==> src/rtl/m2v_pkg.sv <==
// Shared definitions for the MPEG2 frame buffer writer.
// Latency: n/a (types and constants only).
// Backpressure: n/a.
package m2v_pkg;

    // Block order inside a macroblock: four luma blocks, then Cb, then Cr.
    localparam logic [2:0] BLK_Y0 = 3'd0;
    localparam logic [2:0] BLK_Y1 = 3'd1;
    localparam logic [2:0] BLK_Y2 = 3'd2;
    localparam logic [2:0] BLK_Y3 = 3'd3;
    localparam logic [2:0] BLK_CB = 3'd4;
    localparam logic [2:0] BLK_CR = 3'd5;

    localparam int WORDS_PER_MB = 192;

    typedef enum logic [1:0] {
        ST_IDLE  = 2'd0,
        ST_RUN   = 2'd1,
        ST_FLUSH = 2'd2
    } state_t;

endpackage

==> src/rtl/m2vfbagen.sv <==
// Frame buffer address generator: maps (frame, block, mb, y, x2) to a byte address.
// Latency: combinational.
// Backpressure: none; pure function of its inputs.
// Ports: frame_i bank select, block_i block index, mbx_i/mby_i macroblock position,
//        y_i line within the 16-line tile, x2_i word column, addr_o byte address.
module m2vfbagen
    import m2v_pkg::*;
#(
    parameter int MEM_WIDTH = 21,
    parameter int MBX_WIDTH = 6,
    parameter int MBY_WIDTH = 5
) (
    input  logic                 frame_i,
    input  logic [2:0]           block_i,
    input  logic [MBX_WIDTH-1:0] mbx_i,
    input  logic [MBY_WIDTH-1:0] mby_i,
    input  logic [3:0]           y_i,
    input  logic [2:0]           x2_i,
    output logic [MEM_WIDTH-1:0] addr_o
);

    localparam int AW = MBX_WIDTH + MBY_WIDTH + 10;

    logic          chroma;
    logic [2:0]    x2_eff;
    logic [AW-1:0] raw;

    // Each macroblock is a 256-byte tile (16 lines x 16 bytes) per plane.
    // Chroma lives in its own plane; Cb/Cr words are interleaved through x2[0].
    assign chroma = (block_i >= BLK_CB);
    assign x2_eff = chroma ? {x2_i[2:1], block_i[0]} : x2_i;
    assign raw    = {frame_i, chroma, mby_i, mbx_i, y_i, x2_eff, 1'b0};
    assign addr_o = MEM_WIDTH'(raw);

endmodule

==> src/rtl/m2vfbwrite.sv <==
// Frame buffer writer: packs 8-bit pixel pairs into 16-bit words and writes them out.
// Latency: odd pixel accepted in cycle N -> wr_req/wr_addr/wr_data registered in N+1.
// Backpressure: wr_wait holds the output word; pix_ready drops only for the odd pixel of a stalled word.
// Ports: pic_start/mbx_max/mby_max control, pix_valid/pix_data/pix_ready pixel input,
//        wr_addr/wr_data/wr_req/wr_wait write port, frame/busy/pic_done status.
module m2vfbwrite
    import m2v_pkg::*;
#(
    parameter int MEM_WIDTH = 21,
    parameter int MBX_WIDTH = 6,
    parameter int MBY_WIDTH = 5
) (
    input  logic                 clk,
    input  logic                 reset_n,
    input  logic                 pic_start,
    input  logic [MBX_WIDTH-1:0] mbx_max,
    input  logic [MBY_WIDTH-1:0] mby_max,
    input  logic                 pix_valid,
    input  logic [7:0]           pix_data,
    output logic                 pix_ready,
    output logic [MEM_WIDTH-1:0] wr_addr,
    output logic [15:0]          wr_data,
    output logic                 wr_req,
    input  logic                 wr_wait,
    output logic                 frame,
    output logic                 busy,
    output logic                 pic_done
);

    state_t                state_q, state_d;
    logic [MBX_WIDTH-1:0]  mbx_q, mbx_d;
    logic [MBY_WIDTH-1:0]  mby_q, mby_d;
    logic [2:0]            blk_q, blk_d;
    logic [2:0]            row_q, row_d;
    logic [2:0]            col_q, col_d;
    logic [7:0]            low_q;
    logic                  wr_req_q;
    logic [MEM_WIDTH-1:0]  wr_addr_q;
    logic [15:0]           wr_data_q;
    logic                  frame_q;
    logic                  pic_done_q;

    logic                  half, accept, wr_done, start, last_pix, chroma;
    logic [3:0]            ag_y;
    logic [2:0]            ag_x2;
    logic [MEM_WIDTH-1:0]  ag_addr;

    // The pixel parity within a word is simply the low column bit.
    assign half      = col_q[0];
    assign pix_ready = (state_q == ST_RUN) && !(wr_req_q && wr_wait && half);
    assign accept    = pix_valid && pix_ready;
    assign wr_done   = wr_req_q && !wr_wait;
    // A start is also refused in the pic_done cycle, where busy is still high.
    assign start     = pic_start && (state_q == ST_IDLE) && !pic_done_q;
    assign last_pix  = (col_q == 3'd7) && (row_q == 3'd7) && (blk_q == BLK_CR)
                    && (mbx_q == mbx_max) && (mby_q == mby_max);

    assign chroma = (blk_q >= BLK_CB);
    assign ag_y   = chroma ? {row_q, 1'b0} : {blk_q[1], row_q};
    assign ag_x2  = chroma ? {col_q[2:1], 1'b0} : {blk_q[0], col_q[2:1]};

    m2vfbagen #(
        .MEM_WIDTH (MEM_WIDTH),
        .MBX_WIDTH (MBX_WIDTH),
        .MBY_WIDTH (MBY_WIDTH)
    ) u_agen (
        .frame_i (frame_q),
        .block_i (blk_q),
        .mbx_i   (mbx_q),
        .mby_i   (mby_q),
        .y_i     (ag_y),
        .x2_i    (ag_x2),
        .addr_o  (ag_addr)
    );

    always_comb begin
        state_d = state_q;
        case (state_q)
            ST_IDLE:  if (start)              state_d = ST_RUN;
            ST_RUN:   if (accept && last_pix) state_d = ST_FLUSH;
            ST_FLUSH: if (wr_done)            state_d = ST_IDLE;
            default:                          state_d = ST_IDLE;
        endcase
    end

    // Nested counter chain: col -> row -> block -> mbx -> mby, each wraps to 0.
    always_comb begin
        col_d = col_q;
        row_d = row_q;
        blk_d = blk_q;
        mbx_d = mbx_q;
        mby_d = mby_q;
        if (start) begin
            col_d = '0;
            row_d = '0;
            blk_d = BLK_Y0;
            mbx_d = '0;
            mby_d = '0;
        end else if (accept) begin
            col_d = col_q + 3'd1;
            if (col_q == 3'd7) begin
                row_d = row_q + 3'd1;
                if (row_q == 3'd7) begin
                    if (blk_q == BLK_CR) begin
                        blk_d = BLK_Y0;
                        if (mbx_q == mbx_max) begin
                            mbx_d = '0;
                            mby_d = (mby_q == mby_max) ? '0 : mby_q + MBY_WIDTH'(1);
                        end else begin
                            mbx_d = mbx_q + MBX_WIDTH'(1);
                        end
                    end else begin
                        blk_d = blk_q + 3'd1;
                    end
                end
            end
        end
    end

    always_ff @(posedge clk or negedge reset_n) begin
        if (!reset_n) begin
            state_q    <= ST_IDLE;
            col_q      <= '0;
            row_q      <= '0;
            blk_q      <= '0;
            mbx_q      <= '0;
            mby_q      <= '0;
            low_q      <= '0;
            wr_req_q   <= 1'b0;
            wr_addr_q  <= '0;
            wr_data_q  <= '0;
            frame_q    <= 1'b0;
            pic_done_q <= 1'b0;
        end else begin
            state_q    <= state_d;
            col_q      <= col_d;
            row_q      <= row_d;
            blk_q      <= blk_d;
            mbx_q      <= mbx_d;
            mby_q      <= mby_d;
            pic_done_q <= (state_q == ST_FLUSH) && wr_done;
            if ((state_q == ST_FLUSH) && wr_done) begin
                frame_q <= ~frame_q;
            end
            if (accept && !half) begin
                low_q <= pix_data;
            end
            // A new word may load in the same cycle the previous one completes.
            if (accept && half) begin
                wr_req_q  <= 1'b1;
                wr_addr_q <= ag_addr;
                wr_data_q <= {pix_data, low_q};
            end else if (wr_done) begin
                wr_req_q  <= 1'b0;
            end
        end
    end

    assign wr_req   = wr_req_q;
    assign wr_addr  = wr_addr_q;
    assign wr_data  = wr_data_q;
    assign frame    = frame_q;
    assign pic_done = pic_done_q;
    assign busy     = (state_q != ST_IDLE) || pic_done_q;

endmodule
==> config.mk <==
export PLATFORM = sky130hd
export DESIGN_NAME = m2vfbwrite
export DESIGN_NICKNAME = d
export VERILOG_FILES = /design/src/rtl/m2v_pkg.sv /design/src/rtl/m2vfbagen.sv /design/src/rtl/m2vfbwrite.sv
export SDC_FILE = /design/constraint.sdc
export NUM_CORES = 1
export LEC_CHECK = 0
export ABC_AREA = 1
export ABC_CLOCK_PERIOD_IN_PS = 3600
export CORE_MARGIN = 3
export CORE_UTILIZATION = 56
export DETAILED_ROUTE_END_ITERATION = 8
export PLACE_DENSITY = 0.89
export SYNTH_ARGS = -nofsm -noshare
export SYNTH_HDL_FRONTEND = slang
export SYNTH_SLANG_ARGS = --single-unit
==> constraint.sdc <==
create_clock -name clk -period 3.6 [get_ports clk]
set_input_delay 0.72 -clock clk [delete_from_list [all_inputs] [get_ports clk]]
set_output_delay 0.72 -clock clk [all_outputs]
set_load 0.05 [all_outputs]
# After elaboration in Yosys (flattened, before gate mapping)
# Index checks and enable logic that the tools add are counted.
# W data, S select, Z words.
[totals]
reg_bits = 69
inputBits = 24
output_inout_bits = 42
word_cells = 94
[classes]
add_sub_neg = 5
n_lt_le_gt_ge = 1
eq_ne = 10
mux = 32
n_bitwise = 1
n_reduce_logical = 33
[ops]
columns = ["op", "count"]
rows = [
  ["$mux W6", 6],
  ["$mux W5", 7],
  ["$mux W3", 11],
  ["$logic_and A1 B1 Y1", 15],
  ["$reduce_bool A2 Y1", 7],
  ["$add A3 B1 Y3 const B", 3],
  ["$eq A3 B3 Y1 const B", 3],
  ["$add A6 B1 Y6 const B", 1],
  ["$eq A6 B6 Y1", 1],
  ["$mux W2", 3],
  ["$pmux W2 S3", 1],
  ["$reduce_and A3 Y1", 2],
  ["$add A5 B1 Y5 const B", 1],
  ["$eq A5 B5 Y1", 1],
  ["$reduce_and A5 Y1", 1],
  ["$logic_not A1 Y1", 4],
  ["$mux W4", 1],
  ["$ne A2 B2 Y1 const B", 2],
  ["$reduce_and A4 Y1", 1],
  ["$ge A3 B3 Y1 const B", 1],
  ["$mux W1", 3],
  ["$eq A2 B1 Y1 const B", 1],
  ["$eq A2 B2 Y1 const B", 1],
  ["$logic_not A2 Y1", 1],
  ["4 further kinds", 4],
]

# Longest topological paths before layout
[depth]
depth_word = 8
ltp_mapped = 9
depth_no_buf = 9

# Hierarchy
# From an unflattened synthesis, not the netlist that was laid out.
[hier_totals]
hier_cells = 443
hier_area_um2 = 3538.4
[modules_own_cells]
columns = ["mod", "instances", "cells_per_inst", "area_per_inst_um2", "seq_area_each_um2"]
rows = [
  ["m2vfbwrite", 1, 417, 3365.7, 1751.7],
  ["m2vfbagen", 1, 26, 172.7, 0.0],
]

# Worst setup path after synthesis
# No wires, ideal clock.
[synth_timing]
path_kind = "input to output"
startpoint = "in wr_wait"
endpoint = "out pix_ready"
arrival_ps = 1192
required_ps = 2880
path_slack_ps = 1688
stages = 3
path_buffers = 0
cell_sequence = "nand3_2 nand2_4 inv_1"
[synth_via]
elab_chain_len = 4
[synth_lines]
columns = ["item", "line_no", "source"]
rows = [
  ["from (decl)", "m2vfbwrite.sv:24", "input logic wr_wait,"],
  ["$logic_and A1 B1 Y1 (2 in a row)", "m2vfbwrite.sv:50", "assign pix_ready = (state_q == ST_RUN) && !(wr_req_q && wr_wait && half);"],
  ["$logic_not A1 Y1", "m2vfbwrite.sv:50", ""],
  ["$logic_and A1 B1 Y1", "m2vfbwrite.sv:50", ""],
  ["to (decl)", "m2vfbwrite.sv:20", "output logic pix_ready,"],
]
# No other way between the ends.

# Final worst setup path
# Ends and elaborated chain as after synthesis.

==> impl_metrics.yaml <==
pwr:
  peakVddDrop_mv: 0.557
  p_leak_nw: 2.15
  pwr_density_cell_nw_per_um2: 732
floorplan:
  rows: 27
  fp.dieW_um: 84.5
  ios: 66
  start_util_pct: 60.0
  die_h_um: 84.5
  core_sq_um: 5740
  dieArea_sq_um: 7130
job:
  maxCapViolCount: 0
clock_network:
  cts_tree: "built"
  clock_latency_ns: 0.35
  cts_sinks: 69
  cts-htree-levels: 3
  clockBufferDepth: 2
  clk_pin_slew_ns: 0.07
  cts_inserted_buffers: 9
  clockRootBuffer: "clkbuf_8"
  cts_resized: 0
  cts_hold_buf: 0
  cts_setup_buffers: 0
logic_synthesis:
  synthFlopType: "dfrtp_1"
  synth_largest_area_cell: "dfrtp_1"
  yosys_register_bits: 69
  seq_area_frac_synth_pct: 50.1
  synth_edf_count: 0
  synth_top_area_share_pct: 50.1
  ys_types: 29
  synthesis.nets: 424
  mappedNetlistArea_sq_um: 3450
  ys_warn_count: 0
  avgSynthCellArea_sq_um: 8.75
  synth_area_leaders: "dfrtp_1, nand2_1, o21ai_2, inv_1, nand3_1"
  synth_cells: 394
  async_flop_share_pct: 100
critical_path:
  start_kind: "input port"
  crit_path_end_kind: "output port"
  cpPeakStageDelay_ns: 0.79
  crit_type: "input port to output port"
  cpMostUsedCell: "clkdlybuf4s50_1"
  slowest_stage: "clkdlybuf4s50_1"
  critPathRequiredTime_ns: 2.88
  cp_max_fo: 3
  crit_chain: "clkdlybuf4s50_1, nand3_2, nand2_4, inv_1, clkdlybuf4s50_1"
  worstPathArrival_ns: 2.24
final_layout:
  fillers: 421
  final_area_sq_um: 4300
  final_nets: 489
  regArea_sq_um: 1730
  antenna_cells: 0
  layout-drive-gt1-share_pct: 14.9
  multi_input_area_sq_um: 1410
  syn2layout_area_growth_pct: 24.6
worst_hold_path:
  hold_class: "flop to flop"
timing:
  setup-violations-final: 0
  fin_crit_sh_pct: 82.1
  setup_tns_ns: 0
  fmaxAchievable_mhz: 338
  drv_slew: 0
  hold_viol_final: 0
  slew_headroom_pct: 41.4
  rsz0062_at_grt: "false"
  worstMarginPinSlew_ns: 0.879
  skew_ns: 0.00944
  period_minus_slack_ns: 2.96
detailed_routing:
  drtAntennaViolNets: 0
  vias: 2663
  drtIter0Drc: 182
  vias_per_cell: 4.97
  wl_per_cell_um: 13.2
  drt-pass1-iter-count: 4
  routed_wl_mm: 7.08
  drc: 0
global_routing:
  track_usage_pct: 21.7
  grt_pass1_wl_mm: 12.4
  overflow: 0
  antenna_found_initial: 0
  grt_max_degree: 70
  grt_pass1_vias: 2711
placement:
  placed_area_sq_um: 4080
  port_buffers: 64
  place_hpwl_mm: 4.90
  place_congestion: 0.832
status:
  outcome: "finished, final reports clean"
==> flip-flops by register name, summed over array words and instances, names as in the netlist <==
signal    flops
wr_addr      20
wr_data      16
low_q         8
mbx_q         6
mby_q         5
blk_q         3
col_q         3
row_q         3
state_q       2
frame         1
pic_done      1
wr_req        1
==> metrics by stage <==
step           hold WS, ns  setup slack [ns]  utilization, %  power [mW]  cells
3_3_place_gp         0.447             0.667            71.0        2.42    520
6_report             0.482             0.643            74.8        3.14    536
4_1_cts              0.483             0.630            74.8        3.17    536
2_1_floorplan        0.424              1.69               -        2.07    394
3_5_place_dp         0.458             0.635            71.0        2.45    520
5_1_grt              0.509             0.591            74.8        3.32    536
==> cell families after synthesis <==
group           share of synthesized area, %
compound gates                          11.3
buf+inv                                 9.04
flops                                   50.1
xor+xnor                                2.54
fa+ha+maj                               2.18
other cells                            0.109
simple gates                            24.8
==> layout make-up <==
type | instances | share of cell area (%)
multi-input combinational | 261 | 32.8
inverter | 52 | 4.63
tap | 72 | 2.10
clock buffer | 9 | 2.88
timing repair buffer | 66 | 15.1
sequential | 69 | 40.2
clock inverter | 7 | 2.27
==> final timing paths <==
path | slack [ns] | end | cells after the start | start
hold reg to reg | 0.48 | wr_data[10] | 2 | wr_data[10]
hold / removal | 0.48 | wr_data[10] | 2 | wr_data[10]
setup reg to reg | 1.69 | state_q[0] | 9 | col_q[0]
max in group asynchronous | 2.46 | wr_addr[5] | 2 | reset_n
min in group asynchronous | 0.55 | wr_addr[8] | 2 | reset_n
setup / recovery | 0.64 | pix_ready | 5 | wr_wait
==> placed cells by master, fill, tap and decap left out, drive strengths merged <==
cell / instances
clkinvlp: 2
bufinv: 2
clkinv: 3
clkbuf: 9
a21oi: 4
nand4: 3
clkdlybuf4s50: 63
xnor2: 4
nand3: 22
dfrtp: 69
o21a: 1
xor2: 6
ha: 6
conb: 1
nand2: 142
o21ai: 51
buf: 3
nor2: 21
inv: 52
==> layer usage <==
layer / part of all wire [%] / vias to the layer above / global-route usage [%]
met3: 5.0 / 12 / 6.08
met5: 0 / - / 0
met1: 45 / 1236 / 28.6
met4: 2.0 / 0 / 7.77
li1: - / 1351 / -
met2: 48 / 64 / 34.7
==> synth_stat cells, types with 4 or more instances <==
cell type / n
ha_1: 6
inv_1: 46
o21ai_1: 10
inv_2: 4
o21ai_0: 13
dfrtp_1: 69
nor2_1: 15
xnor2_1: 4
xor2_1: 6
nand3_1: 18
buf_6: 8
o21ai_2: 28
a21oi_1: 4
nand2_4: 4
nand2_1: 136
==> worst max-delay path: cells and delay by family <==
kind / cells / cell delay, ns
buffers and inverters: 3 / 1.30
AND/OR/NAND/NOR: 2 / 0.20
==> power by group <==
part	switching [mW]	internal [mW]
Combinational	0.877	0.423
Sequential	0.146	0.994
Clock	0.313	0.392
Note: power is estimated with default switching activity, not from simulation.
